### config.mk
export PLATFORM = sky130hd
export DESIGN_NAME = complex_beam_combiner
export DESIGN_NICKNAME = d
export VERILOG_FILES = /design/src/rtl/complex_beam_combiner.sv
export SDC_FILE = /design/constraint.sdc
export NUM_CORES = 2
export LEC_CHECK = 0
export BUFFER_PORTS_ARGS = -buffer_cell sky130_fd_sc_hd__buf_2
export CAP_MARGIN = 20
export CELL_PAD_IN_SITES_DETAIL_PLACEMENT = 0
export CELL_PAD_IN_SITES_GLOBAL_PLACEMENT = 1
export CORE_ASPECT_RATIO = 0.6
export CORE_MARGIN = 2
export CORE_UTILIZATION = 56
export CTS_BUF_LIST = sky130_fd_sc_hd__clkbuf_4
export CTS_CLUSTER_DIAMETER = 150
export DETAILED_ROUTE_END_ITERATION = 8
export GPL_TIMING_DRIVEN = 1
export PLACE_DENSITY_LB_ADDON = 0.3
export REMOVE_ABC_BUFFERS = 1
export SYNTH_ARGS = -nofsm -noshare
export SYNTH_HDL_FRONTEND = slang
export SYNTH_SLANG_ARGS = --single-unit
### constraint.sdc
create_clock -name clk -period 23.1 [get_ports clk]
set_input_delay 4.62 -clock clk [delete_from_list [all_inputs] [get_ports clk]]
set_output_delay 4.62 -clock clk [all_outputs]
set_load 0.005 [all_outputs]
### src/rtl/complex_beam_combiner.sv
// complex_beam_combiner: channel-serial complex weight-and-sum for the beamformer datapath.
// Products -> add/sub -> accumulate -> round/shift/saturate; output backpressure freezes every stage.
module complex_beam_combiner #(
   parameter int DATA_WIDTH  = 16,
   parameter int COEFF_WIDTH = 16,
   parameter int NUM_CH      = 8,
   parameter int CH_W        = 3,
   parameter int ACC_WIDTH   = 40,
   parameter int OUT_WIDTH   = 16
) (
   input  logic                          clk,
   input  logic                          rst,
   input  logic                          coeff_we,
   input  logic [CH_W-1:0]               coeff_addr,
   input  logic signed [COEFF_WIDTH-1:0] coeff_re_wr,
   input  logic signed [COEFF_WIDTH-1:0] coeff_im_wr,
   input  logic                          conj_en,
   input  logic [5:0]                    out_shift,
   input  logic                          in_valid,
   output logic                          in_ready,
   input  logic signed [DATA_WIDTH-1:0]  i_in,
   input  logic signed [DATA_WIDTH-1:0]  q_in,
   output logic [CH_W-1:0]               in_ch,
   output logic                          out_valid,
   input  logic                          out_ready,
   output logic signed [OUT_WIDTH-1:0]   real_out,
   output logic signed [OUT_WIDTH-1:0]   imag_out,
   output logic                          sat_flag
);
   localparam int PW = DATA_WIDTH + COEFF_WIDTH;
   // Wide enough that the rounding constant for any 6-bit shift cannot overflow.
   localparam int RW = ACC_WIDTH + 66;
   localparam logic [CH_W-1:0] LAST_CH = CH_W'(NUM_CH - 1);
   localparam logic signed [RW-1:0] OMAX =
      signed'({{(RW-OUT_WIDTH+1){1'b0}}, {(OUT_WIDTH-1){1'b1}}});
   localparam logic signed [RW-1:0] OMIN =
      signed'({{(RW-OUT_WIDTH+1){1'b1}}, {(OUT_WIDTH-1){1'b0}}});

   logic signed [COEFF_WIDTH-1:0] w_re [NUM_CH];
   logic signed [COEFF_WIDTH-1:0] w_im [NUM_CH];

   logic                 en;
   logic                 accept;
   logic                 s1_valid;
   logic                 s1_conj;
   logic [CH_W-1:0]      s1_ch;
   logic signed [PW-1:0] p_ir, p_qi, p_qr, p_ii;
   logic                 s2_valid;
   logic [CH_W-1:0]      s2_ch;
   logic [PW:0]          s2_re, s2_im;
   logic                 s3_done;
   logic [ACC_WIDTH-1:0] acc_re, acc_im;
   logic [ACC_WIDTH-1:0] ext_re, ext_im;
   logic [OUT_WIDTH:0]   rs_re, rs_im;

   function automatic logic [OUT_WIDTH:0] round_sat(input logic [ACC_WIDTH-1:0] a,
                                                    input logic [5:0]           sh);
      logic signed [RW-1:0] x;
      logic signed [RW-1:0] rnd;
      x   = signed'({{(RW-ACC_WIDTH){a[ACC_WIDTH-1]}}, a});
      rnd = '0;
      if (sh != 6'd0) rnd[sh - 6'd1] = 1'b1;
      x = (x + rnd) >>> sh;
      if (x > OMAX) return {1'b1, OMAX[OUT_WIDTH-1:0]};
      if (x < OMIN) return {1'b1, OMIN[OUT_WIDTH-1:0]};
      return {1'b0, x[OUT_WIDTH-1:0]};
   endfunction

   assign en       = !(out_valid && !out_ready);
   assign in_ready = en;
   assign accept   = in_valid && en;
   assign ext_re   = {{(ACC_WIDTH-PW-1){s2_re[PW]}}, s2_re};
   assign ext_im   = {{(ACC_WIDTH-PW-1){s2_im[PW]}}, s2_im};
   assign rs_re    = round_sat(acc_re, out_shift);
   assign rs_im    = round_sat(acc_im, out_shift);

   // Weight bank survives rst; a same-edge write is invisible to the sample read this cycle.
   always_ff @(posedge clk) begin
      if (coeff_we) begin
         w_re[coeff_addr] <= coeff_re_wr;
         w_im[coeff_addr] <= coeff_im_wr;
      end
   end

   always_ff @(posedge clk) begin
      if (rst) begin
         in_ch     <= '0;
         s1_valid  <= 1'b0;
         s1_conj   <= 1'b0;
         s1_ch     <= '0;
         p_ir      <= '0;
         p_qi      <= '0;
         p_qr      <= '0;
         p_ii      <= '0;
         s2_valid  <= 1'b0;
         s2_ch     <= '0;
         s2_re     <= '0;
         s2_im     <= '0;
         s3_done   <= 1'b0;
         acc_re    <= '0;
         acc_im    <= '0;
         out_valid <= 1'b0;
         real_out  <= '0;
         imag_out  <= '0;
         sat_flag  <= 1'b0;
      end else if (en) begin
         if (accept) in_ch <= (in_ch == LAST_CH) ? '0 : in_ch + 1'b1;

         s1_valid <= accept;
         s1_conj  <= conj_en;
         s1_ch    <= in_ch;
         p_ir     <= PW'(i_in) * PW'(w_re[in_ch]);
         p_qi     <= PW'(q_in) * PW'(w_im[in_ch]);
         p_qr     <= PW'(q_in) * PW'(w_re[in_ch]);
         p_ii     <= PW'(i_in) * PW'(w_im[in_ch]);

         s2_valid <= s1_valid;
         s2_ch    <= s1_ch;
         s2_re    <= s1_conj ? ({p_ir[PW-1], p_ir} + {p_qi[PW-1], p_qi})
                             : ({p_ir[PW-1], p_ir} - {p_qi[PW-1], p_qi});
         s2_im    <= s1_conj ? ({p_qr[PW-1], p_qr} - {p_ii[PW-1], p_ii})
                             : ({p_qr[PW-1], p_qr} + {p_ii[PW-1], p_ii});

         s3_done <= s2_valid && (s2_ch == LAST_CH);
         if (s2_valid) begin
            acc_re <= (s2_ch == '0) ? ext_re : acc_re + ext_re;
            acc_im <= (s2_ch == '0) ? ext_im : acc_im + ext_im;
         end

         out_valid <= s3_done;
         if (s3_done) begin
            real_out <= rs_re[OUT_WIDTH-1:0];
            imag_out <= rs_im[OUT_WIDTH-1:0];
            sat_flag <= rs_re[OUT_WIDTH] | rs_im[OUT_WIDTH];
         end
      end
   end
endmodule
==> out/metrics.cfg <==
[logic_synthesis]
yosysMostFrequentCell = nand2_1
avgSynthCellArea_um2 = 8.45
synth.distinct_cells = 121
yosys_warnings = 0
async_reset_ff_share_pct = 0
ys_ff_latch = 580
synth_edf_count = 256
syn-cell-area_um2 = 90700
yosysSeqAreaShare_pct = 15.6
synth_common_cells = nand2_1 (1,391), inv_1 (1,251), fa_1 (1,054)
netlist_instances = 10700
synth.area.top_cells = fa_1 (23%), edfxtp_1 (8.5%), ha_1 (7.5%)
synth_top_area_cell = fa_1
synth_flop_cell = dfxtp_1
yosysTopAreaCellShare_pct = 23.3

[die]
dieArea_um2 = 165000
die_x_um = 524
dieHeight_um = 316
start_util_pct = 56.4
core_um2 = 161000
row_count = 114
io_pins = 117

[final_layout]
drive_above_1_share_pct = 9.30
area.growth.synth_to_final_pct = 5.29
fin_cells = 12900
fin_nets = 12300
design_area_um2 = 95500

[placed_design]
place_hpwl_um = 287000
gp_congestion = 1.12
placed_cell_area_um2 = 93300
dp_cells = 12600
portBuffers = 116

[global_route]
grt_max_degree = 104
overflow = 0
grtUsageTotal_pct = 44.8
grt_pass1_vias = 83300
grt_pass1_wl_um = 549000
antenna_found_initial = 23

[clock_tree]
cts_buffers = 156
cts.path.max_buffers = 4
cts-resized-gates = 0
cts_tree = done
clk_latency_ns = 1.19
clkSinkCount = 580
cts_hold_buf = 0
cts-root-buf = clkbuf_4
cts_setup_buffers = 0
htree_levels = 4
path_clk_slew_ns = 0.07

[setup_path]
slowest_delay_ns = 0.90
worstSetupStartpoint = out_shift[4]
cpMaxStageDelayCell = a211oi_1
r2r_cells = 32
crit_path_end = imag_out[1]
arrival_ns = 15.81
critPathKind = primary input to register
crit_required_ns = 23.99
r2r_end = p_qi[31]
end_kind = register
crit_fanout = 43
worst-r2r-setup-slack_ns = 11.57
worstSetupStartpointType = primary input

[drt]
routed_via_density = 6.73
vias = 86500
drtPass1Iterations = 9
wl_per_cell_um = 29.0
detail-route-antenna-nets = 0
drt-initial-drc-count = 13300
routed_wl_um = 373000
drc = 8

[timing]
tightest_slew_ns = 1.27
timing.slew.headroom_pct = 15.2
rsz0062_at_grt = no
min_period_over_period_pct = 64.6
hold_viol = 0
setup_violations = 0
finClkSkew_ns = 0.238
fmax_mhz = 67.0
drv_slew = 0
period_minus_slack_ns = 14.92

[status]
status = complete, but fails checks
violations = DRC

[run]
max_cap_viol_count = 0

[worst_hold_path]
hp-class = register to register

-- cells by family (layout without fill, tap and decap cells) --
group / Yosys count / after routing / share of synthesized area [%]
flip-flops: 580 / 580 / 15.6
multiplexers: 320 / 320 / 5.15
adder cells (fa/ha/maj): 1607 / 1607 / 30.9
buffers and inverters: 1886 / 1843 / 7.88
AND/OR/NAND/NOR: 3622 / 3622 / 19.1
AO/OA/AOI/OAI: 2219 / 2219 / 16.5
XOR/XNOR: 495 / 495 / 4.81
other: 0 / 25 / 0
-- cells in the final DEF, fill, tap and decap left out, drive strengths merged, types with 256 or more instances in the layout --
cell and count:
a21oi 661, buf 320, dfxtp 324, edfxtp 256, fa 1054, ha 547, inv 1254, nand2 1392
nor2 637, nor2b 284, nor3 267, o21ai 328, xnor2 382
-- area by class of cell --
class	count	area, um2
clock buffer	226	1700
sequential	580	14200
inverter	1254	4720
fill	13900	65400
multi-input combinational	8263	69600
antenna	25	62.6
timing repair buffer	323	2240
clock inverter	40	275
tap	2146	2690
-- registers in the layout, indices dropped and copies added (netlist names), 3 cells and up, named ones only --
register / cells
p_ir: 32
p_ii: 32
acc_re: 40
imag_out: 16
s2_ch: 3
p_qi: 32
real_out: 16
s2_im: 33
w_im: 128
in_ch: 3
s2_re: 33
p_qr: 32
w_re: 128
s1_ch: 3
acc_im: 40
-- layer usage --
| layer | up-vias | part of all wire, % | global-route usage, % |
|---|---|---|---|
| li1 | 36400 | - | - |
| met2 | 6915 | 35 | 53.6 |
| met4 | 24 | 2.3 | 8.83 |
| met3 | 742 | 19 | 23.8 |
| met1 | 42500 | 44 | 69.1 |
| met5 | - | 0.12 | 0.141 |
-- stage by stage --
step	hold slack [ns]	util, %	TNS (ns)	worst slack (ns)
2_1_floorplan	0.426	-	-0.446	-0.446
3_3_place_gp	0.444	58.0	0	8.01
3_5_place_dp	0.449	58.0	0	7.98
4_1_cts	0.414	59.2	0	9.14
5_1_grt	0.433	59.3	0	8.23
6_report	0.425	59.4	0	8.18
-- worst min path at each step --
stage / start / endpoint / slack [ns] / depth (start not counted)
global placement: p_ir[27] / p_ir[27] / 0.44 / 2
floorplan: p_qi[10] / p_qi[10] / 0.43 / 2
finish: s2_im[28] / acc_im[28] / 0.42 / 2
global route: s2_im[28] / acc_im[28] / 0.43 / 2
detailed placement: real_out[15] / real_out[15] / 0.45 / 2
CTS: s2_im[28] / acc_im[28] / 0.41 / 2
-- worst max-delay path, delay by kind of cell --
kind | cells | cell delay, ns
AOI/OAI and AO/OA | 15 | 5.28
and+or+nand+nor | 10 | 3.49
buffers and inverters | 4 | 1.56
adders and majority gates | 1 | 0.47
xor gates and xnor gates | 1 | 0.32
Power is left out: the tool's default activity adds up to more than one toggle a clock period on the data nets, which glitch-free logic cannot reach.
